===== config.mk =====
export PLATFORM = sky130hd
export DESIGN_NAME = nes_palette_loader
export DESIGN_NICKNAME = d
export VERILOG_FILES = /design/src/rtl/nes_palette_loader.sv
export SDC_FILE = /design/constraint.sdc
export NUM_CORES = 1
export LEC_CHECK = 0
export ABC_CLOCK_PERIOD_IN_PS = 9100
export CORE_ASPECT_RATIO = 1.2
export CORE_MARGIN = 2
export CORE_UTILIZATION = 30
export DETAILED_ROUTE_END_ITERATION = 8
export PLACE_DENSITY = 0.6
export SYNTH_ARGS = -nofsm -noshare
export SYNTH_HDL_FRONTEND = slang
export SYNTH_SLANG_ARGS = --single-unit
export TNS_END_PERCENT = 100

===== constraint.sdc =====
create_clock -name clk -period 9.1 [get_ports clk]
set_input_delay 2.73 -clock clk [delete_from_list [all_inputs] [get_ports clk]]
set_output_delay 2.73 -clock clk [all_outputs]
set_load 0.05 [all_outputs]

===== src/rtl/nes_palette_loader.sv =====
`default_nettype none
// ============================================================================
//  Module      : nes_palette_loader
//  Description : Packs the HPS ioctl byte stream (R,G,B per entry) into 24-bit
//                palette entries, buffers them in a small FIFO, and writes
//                them into the video block's palette RAM only while
//                write_window is high (blanking).
//  Revision    : 1.0  initial release
// ============================================================================
module nes_palette_loader #(
  parameter int ENTRIES    = 64,  // entries accepted per download, at most 64
  parameter int FIFO_DEPTH = 2    // completed-entry buffer depth, power of two >= 2
) (
  input  logic        clk,
  input  logic        reset,
  input  logic        ioctl_download,
  input  logic        ioctl_wr,
  input  logic [7:0]  ioctl_dout,
  output logic        ioctl_wait,
  input  logic        write_window,
  output logic        load_color,
  output logic [23:0] load_color_data,
  output logic [5:0]  load_color_index,
  output logic        pal_loaded,
  output logic        busy,
  output logic        overrun
);

  localparam int c_ENTRY_W = $clog2(ENTRIES + 1);
  localparam int c_PTR_W   = (FIFO_DEPTH > 1) ? $clog2(FIFO_DEPTH) : 1;
  localparam int c_CNT_W   = $clog2(FIFO_DEPTH + 1);

  localparam logic [c_ENTRY_W-1:0] c_ENTRIES  = c_ENTRY_W'(ENTRIES);
  localparam logic [c_CNT_W-1:0]   c_FULL     = c_CNT_W'(FIFO_DEPTH);
  localparam logic [5:0]           c_LAST_IDX = 6'(ENTRIES - 1);

  // Byte position within the current R,G,B triplet.
  typedef enum logic [1:0] {
    PH_R = 2'd0,
    PH_G = 2'd1,
    PH_B = 2'd2
  } phase_t;

  // Download tracking. r_dl_prev resets high so that a download already in
  // progress when reset is released is not mistaken for a fresh start.
  logic                 r_dl_prev;
  logic                 r_active;

  // Triplet assembly.
  phase_t               r_phase;
  logic [7:0]           r_red;
  logic [7:0]           r_grn;
  logic [c_ENTRY_W-1:0] r_entry;

  // Completed-entry FIFO: each word is {R,G,B,index}.
  logic [29:0]          r_mem [FIFO_DEPTH];
  logic [c_PTR_W-1:0]   r_wr_ptr;
  logic [c_PTR_W-1:0]   r_rd_ptr;
  logic [c_CNT_W-1:0]   r_count;

  // Registered outputs.
  logic                 r_load_color;
  logic [23:0]          r_lc_data;
  logic [5:0]           r_lc_index;
  logic                 r_pal_loaded;
  logic                 r_overrun;
  logic                 r_busy;

  // Combinational control.
  logic                 w_rise;
  logic                 w_fall;
  logic                 w_wait;
  logic                 w_take;
  logic                 w_accept;
  logic                 w_overrun_ev;
  logic                 w_push;
  logic                 w_pop;
  logic                 w_active_nxt;
  logic                 w_busy_nxt;
  phase_t               w_phase_eff;
  phase_t               w_phase_nxt;
  logic [c_CNT_W-1:0]   w_count_nxt;

  // Edge detection, byte qualification and push/pop decisions.
  always_comb begin
    w_rise = ioctl_download & ~r_dl_prev;
    w_fall = ~ioctl_download & r_dl_prev;
    w_wait = (r_count == c_FULL);

    // A start clears the phase before a same-cycle byte is assembled.
    w_phase_eff = w_rise ? PH_R : r_phase;

    // A byte belongs to this download only after a seen rising edge; a
    // download that survived a reset is ignored until it restarts.
    w_take = ioctl_wr & ioctl_download & (w_rise | r_active);

    // On the start cycle the FIFO is flushed, so backpressure from the old
    // contents does not apply to that byte.
    w_overrun_ev = w_take & ~w_rise & w_wait;
    w_accept     = w_take & (w_rise | (~w_wait & (r_entry != c_ENTRIES)));
    w_push       = w_accept & (w_phase_eff == PH_B);
    w_pop        = write_window & (r_count != '0) & ~w_rise;

    w_active_nxt = w_rise | (r_active & ~w_fall);
  end

  // Next triplet phase: advance per accepted byte, drop partials on end.
  always_comb begin
    w_phase_nxt = w_phase_eff;
    if (w_fall) begin
      w_phase_nxt = PH_R;
    end else if (w_accept) begin
      case (w_phase_eff)
        PH_R:    w_phase_nxt = PH_G;
        PH_G:    w_phase_nxt = PH_B;
        default: w_phase_nxt = PH_R;
      endcase
    end
  end

  // Next FIFO occupancy; simultaneous push and pop cancel out.
  always_comb begin
    w_count_nxt = r_count;
    if (w_rise) begin
      w_count_nxt = '0;
    end else begin
      case ({w_push, w_pop})
        2'b10:   w_count_nxt = r_count + 1'b1;
        2'b01:   w_count_nxt = r_count - 1'b1;
        default: w_count_nxt = r_count;
      endcase
    end
    w_busy_nxt = w_active_nxt | (w_phase_nxt != PH_R) | (w_count_nxt != '0);
  end

  // Download tracking, triplet assembly state and busy flag.
  always_ff @(posedge clk) begin
    if (reset) begin
      r_dl_prev <= 1'b1;
      r_active  <= 1'b0;
      r_phase   <= PH_R;
      r_red     <= '0;
      r_grn     <= '0;
      r_entry   <= '0;
      r_busy    <= 1'b0;
    end else begin
      r_dl_prev <= ioctl_download;
      r_active  <= w_active_nxt;
      r_phase   <= w_phase_nxt;
      r_busy    <= w_busy_nxt;
      if (w_accept && (w_phase_eff == PH_R)) begin
        r_red <= ioctl_dout;
      end
      if (w_accept && (w_phase_eff == PH_G)) begin
        r_grn <= ioctl_dout;
      end
      // The entry counter stops at ENTRIES because w_accept is then false.
      if (w_rise) begin
        r_entry <= '0;
      end else if (w_push) begin
        r_entry <= r_entry + 1'b1;
      end
    end
  end

  // FIFO storage; the blue byte is taken straight from the bus.
  always_ff @(posedge clk) begin
    if (w_push) begin
      r_mem[r_wr_ptr] <= {r_red, r_grn, ioctl_dout, 6'(r_entry)};
    end
  end

  // FIFO pointers and occupancy; pointers wrap naturally at a power of two.
  always_ff @(posedge clk) begin
    if (reset) begin
      r_wr_ptr <= '0;
      r_rd_ptr <= '0;
      r_count  <= '0;
    end else begin
      r_count <= w_count_nxt;
      if (w_rise) begin
        r_wr_ptr <= '0;
        r_rd_ptr <= '0;
      end else begin
        if (w_push) begin
          r_wr_ptr <= r_wr_ptr + 1'b1;
        end
        if (w_pop) begin
          r_rd_ptr <= r_rd_ptr + 1'b1;
        end
      end
    end
  end

  // Palette RAM write port; data and index hold between pulses.
  always_ff @(posedge clk) begin
    if (reset) begin
      r_load_color <= 1'b0;
      r_lc_data    <= '0;
      r_lc_index   <= '0;
    end else begin
      r_load_color <= w_pop;
      if (w_pop) begin
        r_lc_data  <= r_mem[r_rd_ptr][29:6];
        r_lc_index <= r_mem[r_rd_ptr][5:0];
      end
    end
  end

  // Sticky status: loaded after the last index is written, overrun on a
  // byte that ignored backpressure; both cleared by a new download.
  always_ff @(posedge clk) begin
    if (reset) begin
      r_pal_loaded <= 1'b0;
      r_overrun    <= 1'b0;
    end else begin
      if (w_rise) begin
        r_pal_loaded <= 1'b0;
      end else if (r_load_color && (r_lc_index == c_LAST_IDX)) begin
        r_pal_loaded <= 1'b1;
      end
      if (w_rise) begin
        r_overrun <= 1'b0;
      end else if (w_overrun_ev) begin
        r_overrun <= 1'b1;
      end
    end
  end

  assign ioctl_wait       = w_wait;
  assign load_color       = r_load_color;
  assign load_color_data  = r_lc_data;
  assign load_color_index = r_lc_index;
  assign pal_loaded       = r_pal_loaded;
  assign busy             = r_busy;
  assign overrun          = r_overrun;

endmodule
`default_nettype wire

After elaboration in Yosys (flattened, before gate mapping)
Memory sizes are Yosys's and may differ from the RTL's. A register that Yosys moved wholly into a read port is not among the register bits.
Index checks and enable logic that the tools add are counted.
{"block": "totals", "elab_cells": 64, "input_bits": 13, "ram_bits": 60, "n_memories": 1, "register_bits": 35}
{"block": "classes", "eq_ne": 7, "reduce_logical": 8, "bitwise_logic": 22, "muxes": 8, "add_sub_neg": 5}
{"name": "r_mem", "depth": 2, "word_bits": 30, "read_ports": 1, "rd_clocked_by_memory_dff": 1, "write_ports": 1, "line_no": "56", "source": "logic [29:0] r_mem [FIFO_DEPTH];"}
{"operator": "$and A1 B1 Y1", "count": 12}
{"operator": "$mux W2", "count": 4}
{"operator": "$pmux W2 S2", "count": 2}
{"operator": "$add A7 B1 Y7 const B", "count": 1}
{"operator": "$ne A7 B7 Y1 const B", "count": 1}
{"operator": "$eq A2 B2 Y1 const B", "count": 3}
{"operator": "$eq A6 B6 Y1 const B", "count": 1}
{"operator": "$reduce_bool A2 Y1", "count": 3}
{"operator": "$not A1 Y1", "count": 5}
{"operator": "$or A1 B1 Y1", "count": 5}
{"operator": "$eq A2 B1 Y1 const B", "count": 2}
{"operator": "$logic_and A1 B1 Y1", "count": 3}
{"operator": "$add A1 B1 Y1 const B", "count": 2}
{"operator": "$add A2 B1 Y2 const B", "count": 1}
{"operator": "$logic_not A2 Y1", "count": 1}
{"operator": "$mux W1", "count": 2}
{"operator": "$reduce_or A2 Y1", "count": 1}
{"operator": "$sub A2 B1 Y2 const B", "count": 1}

Logic depth before layout (Yosys ltp)
Gate-level depths: netlist of the first run.
{"block": "depth", "word_depth": 11, "ltp_mapped": 10, "depth_no_buf": 10}

Worst setup path before layout of the first run
OpenSTA, ideal clock, no wires.
{"block": "synth_timing", "kind": "input to register", "from": "input ioctl_wr", "to": "memory r_mem[0][0], enable pin", "path_buffers": 0, "cell_stages": 5, "path_slack_ps": 3839, "setup_ps": 417, "arrival_time_ps": 4844, "cell_sequence": "nand2_1 > a211o_4 > nor4_4 > inv_1 > nor2_1"}
{"block": "synth_via", "elab_chain_len": 6}
{"element": "from (decl)", "line_no": "17", "source": "input logic ioctl_wr,"}
{"element": "$and A1 B1 Y1 (2 in series)", "line_no": "95", "source": "w_take = ioctl_wr & ioctl_download & (w_rise | r_active);"}
{"element": "$and A1 B1 Y1", "line_no": "100", "source": "w_accept = w_take & (w_rise | (~w_wait & (r_entry != c_ENTRIES)));"}
{"element": "$and A1 B1 Y1", "line_no": "101", "source": "w_push = w_accept & (w_phase_eff == PH_B);"}
{"element": "$mux W1", "line_no": "168", "source": "if (w_push) begin"}
{"element": "$mux W1 (not written as such)", "line_no": "169", "source": "r_mem[r_wr_ptr] <= {r_red, r_grn, ioctl_dout, 6'(r_entry)};"}
{"element": "to (decl)", "line_no": "56"}
Every way passes these cells.

Final worst setup path of the first run
{"block": "layout_timing", "from": "input ioctl_download", "to": "register r_busy (netlist: busy)"}
{"block": "layout_via", "elab_chain_len": 10, "elab_cells_between_ends": 29, "classes_between": "4 x eq/ne; 6 x mux; 16 x bitwise; 3 x reduce/logical"}
{"element": "from (decl)", "line_no": "16", "source": "input logic ioctl_download,"}
{"element": "$and A1 B1 Y1", "line_no": "86", "source": "w_rise = ioctl_download & ~r_dl_prev;"}
{"element": "$or A1 B1 Y1", "line_no": "95"}
{"element": "$and A1 B1 Y1", "line_no": "95"}
{"element": "$and A1 B1 Y1", "line_no": "100"}
{"element": "$and A1 B1 Y1", "line_no": "101"}
{"element": "$eq A2 B1 Y1 or $eq A2 B2 Y1 (tied branches)", "line_no": "127", "source": "case ({w_push, w_pop})"}
{"element": "$pmux W2 S2", "line_no": "127"}
{"element": "$mux W2", "line_no": "124", "source": "if (w_rise) begin"}
{"element": "$reduce_bool A2 Y1", "line_no": "133", "source": "w_busy_nxt = w_active_nxt | (w_phase_nxt != PH_R) | (w_count_nxt != '0);"}
{"element": "$or A1 B1 Y1 (*)", "line_no": "133"}
{"element": "to (signal assigned)", "line_no": "150", "source": "r_busy <= w_busy_nxt;"}
{"element": "to (decl)", "line_no": "67", "source": "logic r_busy;"}
Every way passes the cells marked *; elsewhere a longest branch is shown, timed or not.
A chain may end at the register's enable or synchronous reset.

==> results of run 1 <==
[area by class of cell]
| type | count | area [um^2] |
|---|---|---|
| sequential | 125 | 3104 |
| inverter | 6 | 22.52 |
| clock buffer | 26 | 509.2 |
| fill | 1493 | 9517 |
| multi-input combinational | 218 | 1496 |
| tap | 208 | 260.3 |
| clock inverter | 6 | 105.1 |
| timing repair buffer | 51 | 500.5 |
[where the power goes]
part           internal (mW)  switching [mW]
Clock                  0.466           0.222
Combinational        0.00984          0.0150
Sequential             0.588         0.00173
Total                   1.06           0.239
[cell usage after synthesis, drive strengths merged]
master	count
inv	5
dfxtp	65
and3	1
o211a	1
nand3b	2
clkbuf	16
nor4	6
buf	8
or4b	1
o22ai	1
nand2b	1
nand3	2
nor2	40
o21ai	4
nand2	38
o21a	2
and2	2
ha	3
mux2i	53
and3b	1
a221o	1
edfxtp	60
a211oi	30
a21oi	5
o31ai	1
or4	1
xor2	2
a211o	1
o31a	1
clkinv	1
nand4	2
or3	7
and4	2
a41oi	2
xnor2	1
nor2b	3
nor3	1
[critical path, cell delays in order]
cell	delay, ns
clkdlybuf4s50_1	0.56
nand2b_1	0.24
and4_4	0.33
nor4_4	0.31
inv_1	0.14
ha_1	0.35
xor2_1	0.18
o21ai_0	0.12
a221o_1	0.36
[layer usage]
layer / vias up / wire [um] / global-route usage, %
li1: 1463 / - / -
met1: 1402 / 3961 / 14.07
met2: 63 / 4784 / 20.11
met3: 15 / 363 / 3.577
met4: 0 / 150 / 5.702
met5: - / 0 / 0
[worst paths after layout]
kind	from	endpoint	slack (ns)	cells past startpoint
hold reg to reg	r_grn[7]	r_mem[0][21]	0.46	0
hold / removal	r_grn[7]	r_mem[0][21]	0.46	0
setup / recovery	ioctl_download	busy	4.07	9
setup reg to reg	r_count[0]	busy	6.47	8
[cell families after synthesis]
kind of cell / share of synthesized area [%]
AOI/OAI and AO/OA: 7.697
xor gates and xnor gates: 0.5574
adders and majority gates: 0.7963
buffers and inverters: 2.760
DFF: 65.82
muxes: 11.25
and+or+nand+nor: 11.12
[registers in the layout, indices dropped and copies added (netlist names), 2 cells and up]
signal / cells
load_color_index: 6
r_phase: 2
r_red: 8
r_grn: 8
load_color_data: 24
r_count: 2
r_mem: 60
r_entry: 7
==> results.txt, run 1 <==
Final Instance Count excl. Fillers: 640
Nets: 435
Clk Tree Root Cell: clkbuf_16
Total Power: 1.303 mW
First DRT Iteration DRCs: 159
CTS Buf Count: 17
Core Util, Final: 38.66%
Syn-to-layout area delta: 27.23%
# setup viols final: 0
Slew HR: 29.71%
Leakage: 1.955 nW
Chip Height: 141.3 um
Post-cts sizing count: 0
Critical Path RT: 9.39 ns
Post-Synthesis Cells: 373
Cell Area, Placed: 0.005384 mm^2
H-tree levels: 4
First-pass GRT wire length: 15430 um
Clk_skew: 0.005941 ns
Die area: 0.01674 mm^2
Maximum VDD drop: 0.00008381 V
Std-Cell Core Area: 0.01551 mm^2
Worst-skew pair later-pin latency: 0.40 ns
Area contributors post-synth: edfxtp_1, dfxtp_1, mux2i_1
TritonCTS clock tree: built
Layout cells sized above 1: 9.259%
Critical path startpoint category: primary input
IO Port Bufs: 47
Status: complete, no violations
Total global routing overflow: 0
Area leader, netlist: edfxtp_1
Syn Nets: 389
Clock transition at path regs: 0.05 ns
Critical path class: primary input to flip-flop
Routed vias: 2943
Final hold slack: 0.4575 ns
Initial DRT Pass Iterations: 4
Pwr/cell area: 217.2 mW/mm^2
Initial Util: 30.39%
DP HPWL: 5703 um
Overall routed net length: 9260 um
CTS Sinks: 125
I/O Pins: 48
Commonest non-fill, non-tap cells in the layout: dfxtp_1, edfxtp_1, mux2i_1, clkdlybuf4s50_1
GPL Wtd Cong: 0.8403
Fin crit period: 5.026 ns
Setup TNS: 0 ns
Netlist cell types: 43
Crit-path max FO: 14
Yosys reg bits: 125
Max Slew Vio Count: 0
Syn Area/Cell: 12.64 um^2
Cell Area, Synth: 0.004715 mm^2
Postcts setup bufs: 0
Hold Crit Class: flip-flop to flip-flop
Fmax: 0.1989 GHz
Initial antenna violation count: 0
Critical path data arrival time: 5.31 ns
ANT cells: 0
Max-cap violation count: 0
Clock Tree Buf Depth: 2
Largest net degree at the start of global routing: 61
Final Hold Vio Count: 0
Placed Instances: 608
Site Rows: 50
Sequential share of the synthesized area: 65.82%
Final Instance Area: 0.005998 mm^2
Vias in the first global route: 2977
WL/cell: 14.47 um
Vias per cell: 4.598
Drt drc: 0
RSZ-0062 raised after global routing: no
CP endpoint kind: flip-flop
Post-DRT Antenna Nets: 0
Setup ws final: 4.074 ns
GRT Util Overall: 11.97%
Pre-CTS WS: 3.654 ns
Yosys warns: 0
Die X: 118.4 um
Most common cell after layout, fill and taps aside: dfxtp_1
Pin slew with the least headroom to its limit: 1.054 ns
Period utilization: 55.24%
Top cell type's share of synthesized area: 38.22%
Cts hold-fix bufs: 0
No activity file was read; power rests on OpenSTA's default activity.
==> run 2, diff against run 1 <==
--- a/config.mk
+++ b/config.mk
@@ -5,12 +5,12 @@
 export SDC_FILE = /design/constraint.sdc
 export NUM_CORES = 1
 export LEC_CHECK = 0
-export ABC_CLOCK_PERIOD_IN_PS = 9100
+export ABC_CLOCK_PERIOD_IN_PS = 4110
 export CORE_ASPECT_RATIO = 1.2
 export CORE_MARGIN = 2
 export CORE_UTILIZATION = 30
 export DETAILED_ROUTE_END_ITERATION = 8
-export PLACE_DENSITY = 0.6
+export PLACE_DENSITY = 0.61
 export SYNTH_ARGS = -nofsm -noshare
 export SYNTH_HDL_FRONTEND = slang
 export SYNTH_SLANG_ARGS = --single-unit
==> constraint.sdc (replaced) <==
create_clock -name clk -period 4.11 [get_ports clk]
set_input_delay 1.233 -clock clk [delete_from_list [all_inputs] [get_ports clk]]
set_output_delay 1.233 -clock clk [all_outputs]
set_load 0.05 [all_outputs]
==> results.txt, run 2 (synthesized netlist as in run 1, its figures left out) <==
Slew HR: 33.50% (+3.8 points)
Critical path startpoint category: primary input
GRT Util Overall: 11.62% (-0.35 points)
CTS Buf Count: 17 (unchanged)
Placed Instances: 612 (+0.66%)
Worst-skew pair later-pin latency: 0.40 ns (about the same)
Sw frac: 19.45% (+1.1 points)
Cts hold-fix bufs: 0 (unchanged)
I/O Pins: 48 (unchanged)
Die X: 118.4 um (unchanged)
Chip Height: 141.3 um (unchanged)
Final hold slack: 0.4580 ns (+0.0005370 ns)
Post-cts sizing count: 0 (unchanged)
Period utilization: 81.54%
Max reg flops: 60 (unchanged)
Nets: 439 (+0.92%)
Overall routed net length: 9165 um (-1.0%)
Pwr/cell area: 469.9 mW/mm^2 (+120%)
Site Rows: 50 (unchanged)
DP HPWL: 5968 um (+4.6%)
Post-DRT Antenna Nets: 0 (unchanged)
Critical path class: primary input to flip-flop
CP endpoint kind: flip-flop
Final Hold Vio Count: 0 (unchanged)
Crit path launch: ioctl_download
Hold_sp: r_grn[7]
Worst r2r src: r_dl_prev
Total global routing overflow: 0 (unchanged)
Fmax: 0.2984 GHz
Status: complete, no violations
Leakage: 1.958 nW (+0.14%)
Clock Tree Buf Depth: 2 (unchanged)
Clock transition at path regs: 0.05 ns (about the same)
Initial DRT Pass Iterations: 4 (unchanged)
Max Slew Vio Count: 0 (unchanged)
Pre-CTS WS: 0.3365 ns (-3.317 ns)
Largest net degree at the start of global routing: 61 (unchanged)
Routed vias: 2890 (-1.8%)
Pin slew with the least headroom to its limit: 0.9975 ns (-0.05678 ns)
Initial Util: 30.39% (unchanged)
Hold Crit Class: flip-flop to flip-flop
Layout cells sized above 1: 10.55% (+1.3 points)
Combinational Power Share: 2.0% (about the same)
Max-cap violation count: 0 (unchanged)
Syn-to-layout area delta: 27.18% (about the same)
Std-Cell Core Area: 0.01551 mm^2 (unchanged)
First DRT Iteration DRCs: 107 (-33%)
Postcts setup bufs: 0 (unchanged)
Maximum VDD drop: 0.0002482 V (+200%)
Setup TNS: 0 ns (unchanged)
CTS Sinks: 125 (unchanged)
Worst path cell trace: clkdlybuf4s50_1 -> nand2_1 -> a211o_4 -> nor4_4 -> inv_1 -> ha_1 -> xor2_1 -> o21ai_0 -> a221o_1
Critical Path RT: 4.40 ns (-4.99 ns)
Clk Tree Root Cell: clkbuf_16
Seq pwr share: 46.4% (+1.1 points)
H-tree levels: 4 (unchanged)
Vias in the first global route: 3001 (+0.81%)
ANT cells: 0 (unchanged)
Filler Cell Count: 1520 (+1.8%)
# setup viols final: 0 (unchanged)
Vias per cell: 4.488 (-2.4%)
Final Instance Count excl. Fillers: 644 (+0.63%)
Internal power: 2.270 mW (+110%)
Initial antenna violation count: 0 (unchanged)
Fin crit period: 3.351 ns
Worst path max stage delay: 0.55 ns (about the same)
Crit path buffers/inverters: 2 (unchanged)
Psw: 0.5479 mW (+130%)
Commonest non-fill, non-tap cells in the layout: dfxtp_1, edfxtp_1, mux2i_1, clkdlybuf4s50_1
Die area: 0.01674 mm^2 (unchanged)
WL/cell: 14.23 um (-1.6%)
GPL Wtd Cong: 0.7397 (-12%)
Setup ws final: 0.7589 ns (-3.315 ns)
Crit-path max FO: 14 (unchanged)
Largest Register: r_mem
Largest delay share family, worst path: compound AO/OA/AOI/OAI gates
First-pass GRT wire length: 15070 um (-2.3%)
IO Port Bufs: 47 (unchanged)
Crit-path slowest cell: clkdlybuf4s50_1
Clk_skew: 0.005631 ns (-0.0003099 ns)
Clk pwr share: 51.6% (-1.2 points)
Critical path data arrival time: 3.64 ns (-1.67 ns)
RSZ-0062 raised after global routing: no
TritonCTS clock tree: built
Most common cell after layout, fill and taps aside: dfxtp_1
Drt drc: 0 (unchanged)
==> run 2: cell type report <==
| cell class | count | area [um^2] | area share (%) |
|---|---|---|---|
| Clock inverter | 13 | 148.9 | 2.483 |
| Clock buffer | 19 | 432.9 | 7.220 |
| Multi-Input combinational cell | 218 | 1496 | 24.96 |
| Timing Repair Buffer | 55 | 530.5 | 8.848 |
| Tap cell | 208 | 260.3 | 4.341 |
| Sequential cell | 125 | 3104 | 51.77 |
| Inverter | 6 | 22.52 | 0.3756 |
==> run 2: worst paths after layout <==
kind,to,slack [ns],cells past startpoint
max,busy,0.76,9
min,r_mem[1][21],0.46,0
max reg2reg,busy,1.66,8
min reg2reg,r_mem[1][21],0.46,0
==> run 2: worst register-to-register path: cells and delay by family (launching register included) <==
| kind | cells | cell delay (ns) |
|---|---|---|
| and+or+nand+nor | 2 | 0.47 |
| DFF | 1 | 0.35 |
| xor gates and xnor gates | 1 | 0.20 |
| buffers and inverters | 1 | 0.10 |
| adders and majority gates | 1 | 0.33 |
| AOI/OAI and AO/OA | 3 | 0.87 |
==> run 2: per-stage QoR <==
| step | util [%] | instance area [um^2] | power (mW) |
|---|---|---|---|
| after floorplan | - | 4715 | 1.362 |
| after global placement | 34.90 | 5414 | 1.388 |
| after detailed placement | 34.90 | 5414 | 1.389 |
| after CTS | 38.65 | 5996 | 2.856 |
| after global routing | 38.65 | 5996 | 2.916 |
| final | 38.65 | 5996 | 2.817 |
==> run 2: power groups by stage <==
stage / combinational (mW) / sequential (mW) / clock, mW
3_5_place_dp: 0.0577 / 1.33 / 0
4_1_cts: 0.0579 / 1.31 / 1.49
3_3_place_gp: 0.0567 / 1.33 / 0
6_report: 0.0574 / 1.31 / 1.45
5_1_grt: 0.0631 / 1.31 / 1.55
2_1_floorplan: 0.0304 / 1.33 / 0
==> run 2: metal layers <==
metal	track usage (%)	vias to the layer above	share of wire, %
met3	4.100	13	4.0
met4	4.887	0	1.5
met1	12.41	1360	42
li1	-	1462	-
met5	0	-	0
met2	20.84	55	53
==> run 3, diff against run 2 <==
--- a/config.mk
+++ b/config.mk
@@ -5,12 +5,12 @@
 export SDC_FILE = /design/constraint.sdc
 export NUM_CORES = 1
 export LEC_CHECK = 0
-export ABC_CLOCK_PERIOD_IN_PS = 4110
+export ABC_CLOCK_PERIOD_IN_PS = 3400
 export CORE_ASPECT_RATIO = 1.2
 export CORE_MARGIN = 2
 export CORE_UTILIZATION = 30
 export DETAILED_ROUTE_END_ITERATION = 8
-export PLACE_DENSITY = 0.61
+export PLACE_DENSITY = 0.6
 export SYNTH_ARGS = -nofsm -noshare
 export SYNTH_HDL_FRONTEND = slang
 export SYNTH_SLANG_ARGS = --single-unit
==> constraint.sdc (replaced) <==
create_clock -name clk -period 3.4 [get_ports clk]
set_input_delay 1.02 -clock clk [delete_from_list [all_inputs] [get_ports clk]]
set_output_delay 1.02 -clock clk [all_outputs]
set_load 0.05 [all_outputs]
==> results.txt, run 3 (synthesized netlist as in run 1, its figures left out) <==
Status: complete, no violations
Hold depth: 0 (unchanged)
Register Area: 0.003104 mm^2 (unchanged)
Site Rows: 50 (unchanged)
Std-Cell Core Area: 0.01551 mm^2 (unchanged)
CP endpoint kind: flip-flop
Max reg flops: 60 (unchanged)
Worst-skew pair later-pin latency: 0.41 ns (about the same)
Hold_sp: r_red[7]
Post-DRT Antenna Nets: 0 (unchanged)
Pwr/cell area: 561.2 mW/mm^2 (+19%)
Clock transition at path regs: 0.06 ns (about the same)
Critical path startpoint category: primary input
First DRT Iteration DRCs: 150 (+40%)
Most common cell after layout, fill and taps aside: dfxtp_1
Cell Area, Placed: 0.005477 mm^2 (+1.2%)
Clock Tree Buf Depth: 2 (unchanged)
DP HPWL: 5784 um (-3.1%)
Nets: 444 (+1.1%)
Commonest non-fill, non-tap cells in the layout: dfxtp_1, edfxtp_1, mux2i_1, clkdlybuf4s50_1
Vias in the first global route: 3091 (+3.0%)
Reg2reg path depth: 8 (unchanged)
CTS Buf Count: 17 (unchanged)
Clk Tree Root Cell: clkbuf_16
Crit-path max FO: 3 (-11)
CTS Sinks: 125 (unchanged)
Final Hold Vio Count: 0 (unchanged)
Die area: 0.01674 mm^2 (unchanged)
Hold Crit Class: flip-flop to flip-flop
Drt drc: 0 (unchanged)
RSZ-0062 raised after global routing: no
IO Port Bufs: 47 (unchanged)
R2R setup slack: 1.04 ns (-0.62 ns)
Maximum VDD drop: 0.0003233 V (+30%)
Slew HR: 31.22% (-2.3 points)
Overall routed net length: 9189 um (+0.26%)
Total global routing overflow: 0 (unchanged)
Chip Height: 141.3 um (unchanged)
TritonCTS clock tree: built
Placed Instances: 617 (+0.82%)
I/O Pins: 48 (unchanged)
Critical path data arrival time: 3.24 ns (-0.40 ns)
Die X: 118.4 um (unchanged)
Final Instance Area: 0.006058 mm^2 (+1.0%)
Post-cts sizing count: 0 (unchanged)
Critical Path RT: 3.70 ns (-0.70 ns)
Worst r2r src: r_count[1]
Clk_skew: 0.01155 ns (+0.005922 ns)
Routed vias: 2986 (+3.3%)
Layout cells sized above 1: 11.56% (+1.0 points)
# setup viols final: 0 (unchanged)
Leakage: 1.986 nW (+1.4%)
Vias per cell: 4.601 (+2.5%)
Max Slew Vio Count: 0 (unchanged)
Syn-to-layout area delta: 28.50%
Multi-input gate area: 0.001496 mm^2 (unchanged)
H-tree levels: 4 (unchanged)
Postcts setup bufs: 0 (unchanged)
Final hold slack: 0.4566 ns (-0.001383 ns)
Critical path class: primary input to flip-flop
Total Power: 3.400 mW (+21%)
Filler Cell Count: 1528 (+0.53%)
Fmax: 0.3394 GHz
Initial Util: 30.39% (unchanged)
Initial DRT Pass Iterations: 4 (unchanged)
First-pass GRT wire length: 15190 um (+0.82%)
Worst Hold Path EP: r_mem[1][29]
Largest net degree at the start of global routing: 61 (unchanged)
Pin slew with the least headroom to its limit: 1.032 ns (+0.03408 ns)
Largest Register: r_mem
Period utilization: 86.65%
GPL Wtd Cong: 0.7661 (+3.6%)
Max-cap violation count: 0 (unchanged)
Crit Reg-Reg Endpoint: busy
WL/cell: 14.16 um (-0.51%)
GRT Util Overall: 11.70% (+0.079 points)
Final Instance Count excl. Fillers: 649 (+0.78%)
ANT cells: 0 (unchanged)
Initial antenna violation count: 0 (unchanged)
Cts hold-fix bufs: 0 (unchanged)
Setup TNS: 0 ns (unchanged)
Fin crit period: 2.946 ns
## run 3: worst max path at each step
stage          cells after the start           start  slack [ns]     endpoint
2_1_floorplan                      5        ioctl_wr        0.33  r_mem[0][0]
6_report                           9        ioctl_wr        0.45         busy
5_1_grt                            9  ioctl_download        0.34         busy
3_3_place_gp                       9        ioctl_wr        0.16         busy
4_1_cts                            9        ioctl_wr        0.46         busy
3_5_place_dp                       9        ioctl_wr        0.04         busy
## run 3: critical path, cell delays in order
cell and delay, ns:
clkdlybuf4s50_1 0.48, nand2_1 0.07, a211o_4 0.29, nor4_4 0.27
inv_1 0.09, ha_1 0.33, xor2_1 0.20, o21ai_0 0.13
a221o_1 0.37
## run 3: area by class of cell
type / instances / share of cell area [%]
flip-flops and latches: 125 / 51.24
multi-input cells: 218 / 24.70
clock inverters: 13 / 2.458
inverters: 6 / 0.3717
repair buffers: 60 / 9.789
well taps: 208 / 4.296
clock buffers: 19 / 7.146
## run 3: per-stage QoR
step | setup slack (ns) | utilization, %
5_1_grt | 0.3413 | 39.05
6_report | 0.4538 | 39.05
3_5_place_dp | 0.04330 | 35.30
2_1_floorplan | 0.3342 | -
4_1_cts | 0.4584 | 39.05
3_3_place_gp | 0.1581 | 35.30
## run 3: report_power, final
group	leakage [nW]	total, mW	internal [mW]	switching (mW)
Sequential	1.06	1.58	1.57	0.00442
Combinational	0.644	0.0722	0.0298	0.0424
Clock	0.286	1.75	1.14	0.609
Total	1.99	3.40	2.74	0.655
## run 3: layer usage
layer	share of wire (%)	vias up	global-route usage, %
met5	0	-	0
met4	2.6	0	6.078
met3	4.8	18	4.180
met2	52	70	20.41
met1	41	1421	12.47
li1	-	1477	-
